`src/rtl/pc060ha_comm_ctrl_pkg.sv`:
```
// Shared constants and helpers for the PC060HA main<->sound mailbox controller.
package pc060ha_pkg;

  localparam logic [2:0] IDX_STATUS  = 3'd4;
  localparam logic [1:0] SLOT_FLAG_A = 2'd1;
  localparam logic [1:0] SLOT_FLAG_B = 2'd3;

  // Status nibble layout: [1:0] data waiting for me, [3:2] my data still unread.
  localparam int ST_IN_A  = 0;
  localparam int ST_IN_B  = 1;
  localparam int ST_OWN_A = 2;
  localparam int ST_OWN_B = 3;

  localparam int CTRL_BIT = 0;

  function automatic logic [3:0] status_nibble(input logic own_b, input logic own_a,
                                               input logic in_b, input logic in_a);
    logic [3:0] st;
    st           = 4'h0;
    st[ST_OWN_B] = own_b;
    st[ST_OWN_A] = own_a;
    st[ST_IN_B]  = in_b;
    st[ST_IN_A]  = in_a;
    return st;
  endfunction

  function automatic logic [2:0] sat_index(input logic [2:0] v);
    return (v > IDX_STATUS) ? IDX_STATUS : v;
  endfunction

  // Set wins over a clear landing in the same cycle.
  function automatic logic next_flag(input logic cur, input logic set, input logic clr);
    return set | (cur & ~clr);
  endfunction

endpackage

```
`src/rtl/pc060ha_comm_ctrl_if.sv`:
```
// One CPU-side bus of the mailbox: chip select, register select, strobes and data nibbles.
interface pc060ha_comm_ctrl_if;
  logic       CS;
  logic       A0;
  logic       WR;
  logic       RD;
  logic [3:0] DI;
  logic [3:0] DO;

  modport master (output CS, A0, WR, RD, DI, input DO);
  modport slave  (input CS, A0, WR, RD, DI, output DO);
endinterface

```
`src/rtl/pc060ha_comm_ctrl_port.sv`:
```
// Per-side strobe edge detection, index register, and decoded write / read-done pulses.
module pc060ha_port
  import pc060ha_pkg::*;
#(
  parameter int IDX_W = 3
) (
  input  logic       clk,
  input  logic       rst,
  input  logic       hold,
  input  logic       cs,
  input  logic       a0,
  input  logic       wr,
  input  logic       rd,
  input  logic [2:0] idx_di,
  output logic [1:0] slot_s,
  output logic       status_sel_s,
  output logic       comm_wr_s,
  output logic       comm_rd_s
);

  logic             wr_prev_r;
  logic             rd_prev_r;
  logic             rd_a0_r;
  logic [IDX_W-1:0] idx_r;
  logic             wr_lvl_s;
  logic             rd_lvl_s;
  logic             wr_edge_s;
  logic             idx_wr_s;

  assign wr_lvl_s     = cs & wr;
  assign rd_lvl_s     = cs & rd;
  assign wr_edge_s    = wr_lvl_s & ~wr_prev_r & ~hold;
  assign idx_wr_s     = wr_edge_s & ~a0;
  assign comm_wr_s    = wr_edge_s & a0;
  // A0 is remembered from the start of the read, since it may move before the strobe ends.
  assign comm_rd_s    = ~rd_lvl_s & rd_prev_r & rd_a0_r & ~hold;
  assign slot_s       = idx_r[1:0];
  assign status_sel_s = (idx_r == IDX_W'(IDX_STATUS));

  // Strobe history and index register.
  always_ff @(posedge clk) begin
    if (rst) begin
      wr_prev_r <= 1'b0;
      rd_prev_r <= 1'b0;
      rd_a0_r   <= 1'b0;
      idx_r     <= '0;
    end else begin
      wr_prev_r <= wr_lvl_s;
      rd_prev_r <= rd_lvl_s;
      if (rd_lvl_s && !rd_prev_r) begin
        rd_a0_r <= a0;
      end
      if (hold) begin
        idx_r <= '0;
      end else if (idx_wr_s) begin
        idx_r <= IDX_W'(sat_index(idx_di));
      end else if ((comm_wr_s || comm_rd_s) && !status_sel_s) begin
        idx_r <= (idx_r == IDX_W'(3)) ? '0 : idx_r + IDX_W'(1);
      end
    end
  end

endmodule

```
`src/rtl/pc060ha_comm_ctrl.sv`:
```
// PC060HA mailbox controller: both mailboxes, data-ready flags, and sound-CPU reset/NMI.
module pc060ha_comm_ctrl
  import pc060ha_pkg::*;
#(
  parameter bit RST_ON_BOOT = 1'b1,
  parameter int IDX_W       = 3
) (
  input  logic                  MCLK,
  input  logic                  RESET,
  pc060ha_comm_ctrl_if.slave    m_bus,
  pc060ha_comm_ctrl_if.slave    s_bus,
  output logic                  SND_RESET,
  output logic                  SND_NMI
);

  logic [3:0] ms_r [4];
  logic [3:0] sm_r [4];
  logic       ms_a_r, ms_b_r, sm_a_r, sm_b_r;
  logic       snd_reset_r;
  logic       nmi_en_r;

  logic [1:0] m_slot_s, s_slot_s;
  logic       m_stat_s, s_stat_s;
  logic       m_wr_s, s_wr_s, m_rd_s, s_rd_s;
  logic       m_data_wr_s, s_data_wr_s, m_data_rd_s, s_data_rd_s;

  pc060ha_port #(.IDX_W(IDX_W)) u_mport (
    .clk(MCLK), .rst(RESET), .hold(1'b0),
    .cs(m_bus.CS), .a0(m_bus.A0), .wr(m_bus.WR), .rd(m_bus.RD), .idx_di(m_bus.DI[2:0]),
    .slot_s(m_slot_s), .status_sel_s(m_stat_s), .comm_wr_s(m_wr_s), .comm_rd_s(m_rd_s)
  );

  pc060ha_port #(.IDX_W(IDX_W)) u_sport (
    .clk(MCLK), .rst(RESET), .hold(snd_reset_r),
    .cs(s_bus.CS), .a0(s_bus.A0), .wr(s_bus.WR), .rd(s_bus.RD), .idx_di(s_bus.DI[2:0]),
    .slot_s(s_slot_s), .status_sel_s(s_stat_s), .comm_wr_s(s_wr_s), .comm_rd_s(s_rd_s)
  );

  assign m_data_wr_s = m_wr_s & ~m_stat_s;
  assign s_data_wr_s = s_wr_s & ~s_stat_s;
  assign m_data_rd_s = m_rd_s & ~m_stat_s;
  assign s_data_rd_s = s_rd_s & ~s_stat_s;

  // Mailbox slots, flags and sound-CPU controls.
  always_ff @(posedge MCLK) begin
    if (RESET) begin
      for (int i = 0; i < 4; i++) begin
        ms_r[i] <= 4'h0;
        sm_r[i] <= 4'h0;
      end
      ms_a_r      <= 1'b0;
      ms_b_r      <= 1'b0;
      sm_a_r      <= 1'b0;
      sm_b_r      <= 1'b0;
      snd_reset_r <= RST_ON_BOOT;
      nmi_en_r    <= 1'b0;
    end else begin
      if (m_data_wr_s) begin
        ms_r[m_slot_s] <= m_bus.DI;
      end
      if (s_data_wr_s) begin
        sm_r[s_slot_s] <= s_bus.DI;
      end
      if (m_wr_s && m_stat_s) begin
        snd_reset_r <= m_bus.DI[CTRL_BIT];
      end
      if (snd_reset_r) begin
        nmi_en_r <= 1'b0;
      end else if (s_wr_s && s_stat_s) begin
        nmi_en_r <= s_bus.DI[CTRL_BIT];
      end
      ms_a_r <= next_flag(ms_a_r, m_data_wr_s && (m_slot_s == SLOT_FLAG_A),
                          s_data_rd_s && (s_slot_s == SLOT_FLAG_A));
      ms_b_r <= next_flag(ms_b_r, m_data_wr_s && (m_slot_s == SLOT_FLAG_B),
                          s_data_rd_s && (s_slot_s == SLOT_FLAG_B));
      sm_a_r <= next_flag(sm_a_r, s_data_wr_s && (s_slot_s == SLOT_FLAG_A),
                          m_data_rd_s && (m_slot_s == SLOT_FLAG_A));
      sm_b_r <= next_flag(sm_b_r, s_data_wr_s && (s_slot_s == SLOT_FLAG_B),
                          m_data_rd_s && (m_slot_s == SLOT_FLAG_B));
    end
  end

  // Main-side read mux.
  always_comb begin
    m_bus.DO = 4'h0;
    if (m_bus.CS && m_bus.A0) begin
      m_bus.DO = m_stat_s ? status_nibble(ms_b_r, ms_a_r, sm_b_r, sm_a_r) : sm_r[m_slot_s];
    end else begin
      m_bus.DO = 4'h0;
    end
  end

  // Sound-side read mux; the sound bus is dead while its CPU is held in reset.
  always_comb begin
    s_bus.DO = 4'h0;
    if (s_bus.CS && s_bus.A0 && !snd_reset_r) begin
      s_bus.DO = s_stat_s ? status_nibble(sm_b_r, sm_a_r, ms_b_r, ms_a_r) : ms_r[s_slot_s];
    end else begin
      s_bus.DO = 4'h0;
    end
  end

  assign SND_RESET = snd_reset_r;
  assign SND_NMI   = nmi_en_r & ~snd_reset_r & (ms_a_r | ms_b_r);

endmodule
```
`src/flat_wrapper.sv`:
```
// flat-port wrapper written by rule: the top's interface ports become plain ports
module pc060ha_comm_ctrl_flat import pc060ha_pkg::*;
#(
  parameter bit RST_ON_BOOT = 1'b1,
  parameter int IDX_W       = 3
)
  (MCLK, RESET, SND_RESET, SND_NMI, m_bus_CS, m_bus_A0, m_bus_WR, m_bus_RD, m_bus_DI, m_bus_DO, s_bus_CS, s_bus_A0, s_bus_WR, s_bus_RD, s_bus_DI, s_bus_DO);
  pc060ha_comm_ctrl_if m_bus_i ();
  pc060ha_comm_ctrl_if s_bus_i ();
  input  logic MCLK;
  input  logic RESET;
  output logic SND_RESET;
  output logic SND_NMI;
  input wire logic [$bits(m_bus_i.CS)-1:0] m_bus_CS;
  input wire logic [$bits(m_bus_i.A0)-1:0] m_bus_A0;
  input wire logic [$bits(m_bus_i.WR)-1:0] m_bus_WR;
  input wire logic [$bits(m_bus_i.RD)-1:0] m_bus_RD;
  input wire logic [$bits(m_bus_i.DI)-1:0] m_bus_DI;
  output wire logic [$bits(m_bus_i.DO)-1:0] m_bus_DO;
  input wire logic [$bits(s_bus_i.CS)-1:0] s_bus_CS;
  input wire logic [$bits(s_bus_i.A0)-1:0] s_bus_A0;
  input wire logic [$bits(s_bus_i.WR)-1:0] s_bus_WR;
  input wire logic [$bits(s_bus_i.RD)-1:0] s_bus_RD;
  input wire logic [$bits(s_bus_i.DI)-1:0] s_bus_DI;
  output wire logic [$bits(s_bus_i.DO)-1:0] s_bus_DO;
  assign m_bus_i.CS = m_bus_CS;
  assign m_bus_i.A0 = m_bus_A0;
  assign m_bus_i.WR = m_bus_WR;
  assign m_bus_i.RD = m_bus_RD;
  assign m_bus_i.DI = m_bus_DI;
  assign m_bus_DO = m_bus_i.DO;
  assign s_bus_i.CS = s_bus_CS;
  assign s_bus_i.A0 = s_bus_A0;
  assign s_bus_i.WR = s_bus_WR;
  assign s_bus_i.RD = s_bus_RD;
  assign s_bus_i.DI = s_bus_DI;
  assign s_bus_DO = s_bus_i.DO;
  pc060ha_comm_ctrl #(.RST_ON_BOOT(RST_ON_BOOT), .IDX_W(IDX_W)) u_core (.MCLK(MCLK), .RESET(RESET), .m_bus(m_bus_i), .s_bus(s_bus_i), .SND_RESET(SND_RESET), .SND_NMI(SND_NMI));
endmodule
```
`config.mk`:
```
export PLATFORM = sky130hd
export DESIGN_NAME = pc060ha_comm_ctrl_flat
export DESIGN_NICKNAME = d
export VERILOG_FILES = /design/src/rtl/pc060ha_comm_ctrl_pkg.sv /design/src/rtl/pc060ha_comm_ctrl_if.sv /design/src/rtl/pc060ha_comm_ctrl_port.sv /design/src/rtl/pc060ha_comm_ctrl.sv /design/src/flat_wrapper.sv
export SDC_FILE = /design/constraint.sdc
export NUM_CORES = 1
export LEC_CHECK = 0
export ABC_AREA = 1
export CORE_MARGIN = 2
export CORE_UTILIZATION = 55
export CTS_BUF_LIST = sky130_fd_sc_hd__clkbuf_8 sky130_fd_sc_hd__clkbuf_16
export DETAILED_ROUTE_END_ITERATION = 8
export GPL_TIMING_DRIVEN = 0
export MAX_ROUTING_LAYER = met4
export PLACE_DENSITY = 0.85
export SYNTH_ARGS = -nofsm -noshare
export SYNTH_HDL_FRONTEND = slang
export SYNTH_SLANG_ARGS = --single-unit
```
`constraint.sdc`:
```
create_clock -name MCLK -period 2.6 [get_ports MCLK]
set_input_delay 0.78 -clock MCLK [delete_from_list [all_inputs] [get_ports MCLK]]
set_output_delay 0.78 -clock MCLK [all_outputs]
set_load 0.005 [all_outputs]
```
; After elaboration in Yosys (flattened, before gate mapping)
; Memory sizes are Yosys's and may differ from the RTL's. A register that Yosys moved wholly into a read port is not among the register bits.
; Cells that the tools add are included.
[word_totals]
wordCells = 131
mem_bits_rw = 32
output_inout_bits = 10
mem_count = 2
input_bits = 18
ff_bits = 18
latchBits = 0
rom_bits = 0
[op_classes]
n_mux = 30
shift = 0
multipliers = 0
n_addsub = 2
eq_ne = 8
n_lt_le_gt_ge = 2
div_mod_pow = 0
bitwise_logic = 44
reduce_logical = 29
[memory_table]
columns = name, depth, width, rd, rd_clocked_by_memory_dff, write_ports, line
row1 = u_core.ms_r, 4, 4, 1, 1, 4, pc060ha_comm_ctrl.sv:16  ; logic [3:0] ms_r [4];
row2 = u_core.sm_r, 4, 4, 1, 1, 4, pc060ha_comm_ctrl.sv:17  ; logic [3:0] sm_r [4];
[op_table]
columns = operator, count
row1 = 1-bit bitwise AND, 26
row2 = 3-bit 2-to-1 mux, 8
row3 = 4-bit 2-to-1 mux, 6
row4 = 1-bit logical AND, 17
row5 = 1-bit NOT, 13
row6 = 2-bit 2-to-1 mux, 6
row7 = 1-bit 2-to-1 mux, 10
row8 = 4-bit OR reduction, 2
row9 = 3-bit by 1-bit adder with 3-bit output (second input constant), 2
row10 = 3-bit by 2-bit equality test with 1-bit output (second input constant), 2
row11 = 3-bit equality test (second input constant), 2
row12 = 3-bit greater-than comparator (second input constant), 2
row13 = 1-bit zero test, 5
row14 = 1-bit OR, 5
row15 = 2-bit by 1-bit equality test with 1-bit output (second input constant), 2
row16 = 2-bit equality test (second input constant), 2
row17 = 2-bit nonzero test, 2
row18 = 1-bit logical OR, 2
row19 = 2-bit OR reduction, 1

; Longest topological paths before layout
[logic_depth]
ltp_word = 11
ltp_mapped = 10
depth_no_buf = 10

; Cells and area by module
; Synthesis repeated with hierarchy kept, for this count alone.
[hier_totals]
hier_cells = 353
hier_area_um2 = 2730.1
[by_module_without_submodules]
columns = module, instances, seq_area_each_um2, cells_per_inst, area_each_um2
row1 = pc060ha_comm_ctrl, 1, 1081.0, 225, 1901.8
row2 = pc060ha_port, 2, 120.1, 64, 414.1

; Worst setup path after synthesis
; Ideal clock, no wire load.
[synth_path]
kind = register to output
from = register u_core.u_sport.idx_r[0]
to = output port s_bus_DO[0]
n_path_buf = 0
arrival_time_ns = 1.337
setup_slack_ns = 0.483
path_stages_with_launch = 8
required_ns = 1.820
path_cell_list = dfxtp_1 > inv_1 > ha_1 > nand2_1 > inv_1 > a21oi_1 > o21ai_0 > inv_1
[synth_between]
elab_chain_len = 3
[synth_lines]
columns = element, line
row1 = start: declaration, pc060ha_comm_ctrl_port.sv:24  ; logic [IDX_W-1:0] idx_r;
row2 = start signal: assignment, pc060ha_comm_ctrl_port.sv:56  ; idx_r <= IDX_W'(sat_index(idx_di));
row3 = start signal: assignment, pc060ha_comm_ctrl_port.sv:58  ; idx_r <= (idx_r == IDX_W'(3)) ? '0 : idx_r + IDX_W'(1);
row4 = 3-bit equality test, pc060ha_comm_ctrl_port.sv:38  ; assign status_sel_s = (idx_r == IDX_W'(IDX_STATUS));
row5 = 4-bit 2-to-1 mux, pc060ha_comm_ctrl.sv:97  ; s_bus.DO = s_stat_s ? status_nibble(sm_b_r, sm_a_r, ms_b_r, ms_a_r) : ms_r[s_slot_s];
row6 = 4-bit 2-to-1 mux, pc060ha_comm_ctrl.sv:96  ; if (s_bus.CS && s_bus.A0 && !snd_reset_r) begin
row7 = end: declaration, flat_wrapper.sv:25  ; output wire logic [$bits(s_bus_i.DO)-1:0] s_bus_DO;
; Every way passes these cells.

; Worst setup path after layout
; Ends and elaborated chain as after synthesis.

==> results.yml <==
status:
  outcome: "complete, no violations"
synth:
  syn_nets: 347
  synthCells: 323
  ys_ff_latch: 54
  ys_types: 24
  ys_seq_area_frac: 0.506
  syn_avg_cell_area_um2: 8.57
  synth_edf_count: 32
  syn_area_um2: 2770
  ys_warn_count: 0
  synth_ff_type: "edfxtp_1"
  synth-async-reset-ratio: 0
routing:
  ant_nets: 0
  wl_per_cell_um: 14.4
  vias: 2390
  drc: 0
  drtIter0Drc: 154
  routed_via_density: 5.53
  firstDrtPassIters: 5
  drt_wl_total_um: 6200
cts:
  htreeDepth: 2
  clk_pin_slew_ns: 0.09
  cts_tree: "yes"
  cts_hold_buf: 0
  clock_sinks: 54
  clk_latency_ns: 0.30
  clock_path_buffers: 2
  root_buffer: "clkbuf_8"
  cts_buffers: 5
setup_path:
  max_stage_delay_ns: 0.36
  cp-startpoint: "u_core.u_sport.idx_r[0]"
  slowest_stage: "dfxtp_4"
  critical_path.most_common_cell: "inv_4"
  cp_max_fo: 8
  start_kind: "flip-flop"
  path_class: "flip-flop to output pin"
  r2r_start: "u_core.u_sport.idx_r[0]"
  cp_cell_sequence: "inv_4 -> ha_2 -> nand2_4 -> inv_4 -> buf_4 -> a21oi_2 -> o21ai_1 -> inv_1 -> dlygate4sd2_1"
  end_kind: "output pin"
  cp_data_arrival_time_ns: 1.75
  cp.required_ns: 1.82
floorplanning:
  core_um2: 4790
  row_count: 25
  io_pins: 28
  die_h_um: 75.0
  initial_core_util: 0.579
  die_w_um: 75.0
  dieArea_um2: 5620
sta:
  period_needed_ns: 2.53
  hold_viol: 0
  max-slew-margin-rel: 0.540
  timing.final.crit_share: 0.973
  fmax_mhz: 395
  finalSetupViolCount: 0
  slew_violations: 0
  finalClockSkew_ns: 0.00500
  max_slew.worst_pin.slew_ns: 0.684
  timing.final.ws_setup_ns: 0.0691
finish:
  nFillCells: 363
  fin_util: 0.699
  num-nets-final: 388
  layout_commonest_cell: "nor2_1"
  antenna_cells: 0
  design_area_um2: 3340
  area_growth_pct: 20.7
  final_cell_mix: "nor2_1, nand2_1, inv_1"
  drive_gt1_frac: 0.184
grt:
  grt_max_degree: 18
  grt_pass1_vias: 2271
  grt_pass1_wl_um: 9850
  grt_usage: 0.242
  antenna_found_initial: 0
  overflow: 0
pwr:
  ir_drop_v: 0.000425
  finalPower_w: 0.00158
  powerDensity_nw_per_um2: 472
  power.leakage_nw: 1.54
placed_design:
  hpwlAfterDp_um: 4390
  gp_congestion: 0.888
  port-buffer-count: 27
  place_worst_setup_slack_ns: -0.585
  dpl-instance-area_um2: 3120
run:
  max_cap_violations: 0
min_path:
  hold_start: "u_core.ms_a_r"
  hp-class: "flip-flop to flip-flop"
[report_power, final]
group	internal [W]	total, W	leakage [nW]	switching [W]
sequential	0.000931	0.000947	0.512	0.0000155
clock	0.000190	0.000460	0.0422	0.000270
combinational	0.0000650	0.000172	0.982	0.000107
total	0.00119	0.00158	1.54	0.000393
[registers in the layout, indices dropped and copies added, names as in the netlist, 3 cells and up, named ones only]
| signal | flops |
|---|---|
| u_core.sm_r | 16 |
| u_core.u_mport.idx_r | 3 |
| u_core.ms_r | 16 |
| u_core.u_sport.idx_r | 3 |
[cells by family (layout without fill, tap and decap cells)]
kind of cell,Yosys count,count (layout),synth area share
and+or+nand+nor,151,151,0.281
DFF,54,54,0.506
buffers and inverters,50,92,0.0705
AOI/OAI and AO/OA,62,62,0.116
adders and majority gates,6,6,0.0271
[per-layer routing]
layer	global-route usage	routed length [um]	vias to the layer above	share of wire
li1	-	-	1152	-
met1	0.302	2590	1108	0.42
met2	0.381	3010	110	0.49
met3	0.0442	430	20	0.069
met4	0.111	167	0	0.027
met5	-	0	-	0
[worst paths after layout]
kind / endpoint / cells after the start / slack (ns)
hold reg to reg: u_core.ms_a_r / 2 / 0.49
setup reg to reg: u_core.sm_r[3][2] / 6 / 0.61
hold / removal: u_core.ms_a_r / 2 / 0.49
setup / recovery: s_bus_DO[0] / 9 / 0.07
[cells in the mapped netlist, types with 5 or more instances]
library cell / count / area share
nor2_1: 76 / 0.10
inv_1: 43 / 0.058
o21ai_0: 41 / 0.074
nand2_1: 40 / 0.054
edfxtp_1: 32 / 0.35
dfxtp_1: 22 / 0.16
a21oi_1: 15 / 0.027
nand3_1: 12 / 0.022
nand3_4: 7 / 0.044
ha_1: 6 / 0.027
nand4_1: 5 / 0.011
[worst max-delay path, delay by kind of cell (launching register included)]
family | cells | cell delay, ns
simple gates | 1 | 0.07
buf+inv | 5 | 0.67
fa+ha+maj | 1 | 0.21
compound gates | 2 | 0.12
flops | 1 | 0.36
[stage by stage]
stage / instances / setup TNS, ns / hold slack (ns)
2_1_floorplan: 323 / 0 / 0.450
3_3_place_gp: 417 / -4.22 / 0.468
3_5_place_dp: 417 / -4.50 / 0.469
4_1_cts: 432 / 0 / 0.481
5_1_grt: 432 / -0.0186 / 0.522
6_report: 432 / 0 / 0.487
[cell type report]
class	count	area [um^2]	area share
plain buffers	4	27.5	0.00823
well taps	67	83.8	0.0251
multi-input cells	219	1230	0.368
clock buffers	5	68.8	0.0206
flip-flops and latches	54	1410	0.423
inverters	46	188	0.0561
clock inverters	3	20.0	0.00599
repair buffers	34	312	0.0932
[repair_timing]
item,in CTS,in global routing
pin swaps,4,1
endpoints found under the setup margin,8,5
buffers inserted,7,0
resized for setup,58,13
(Power assumes the default switching activity.)
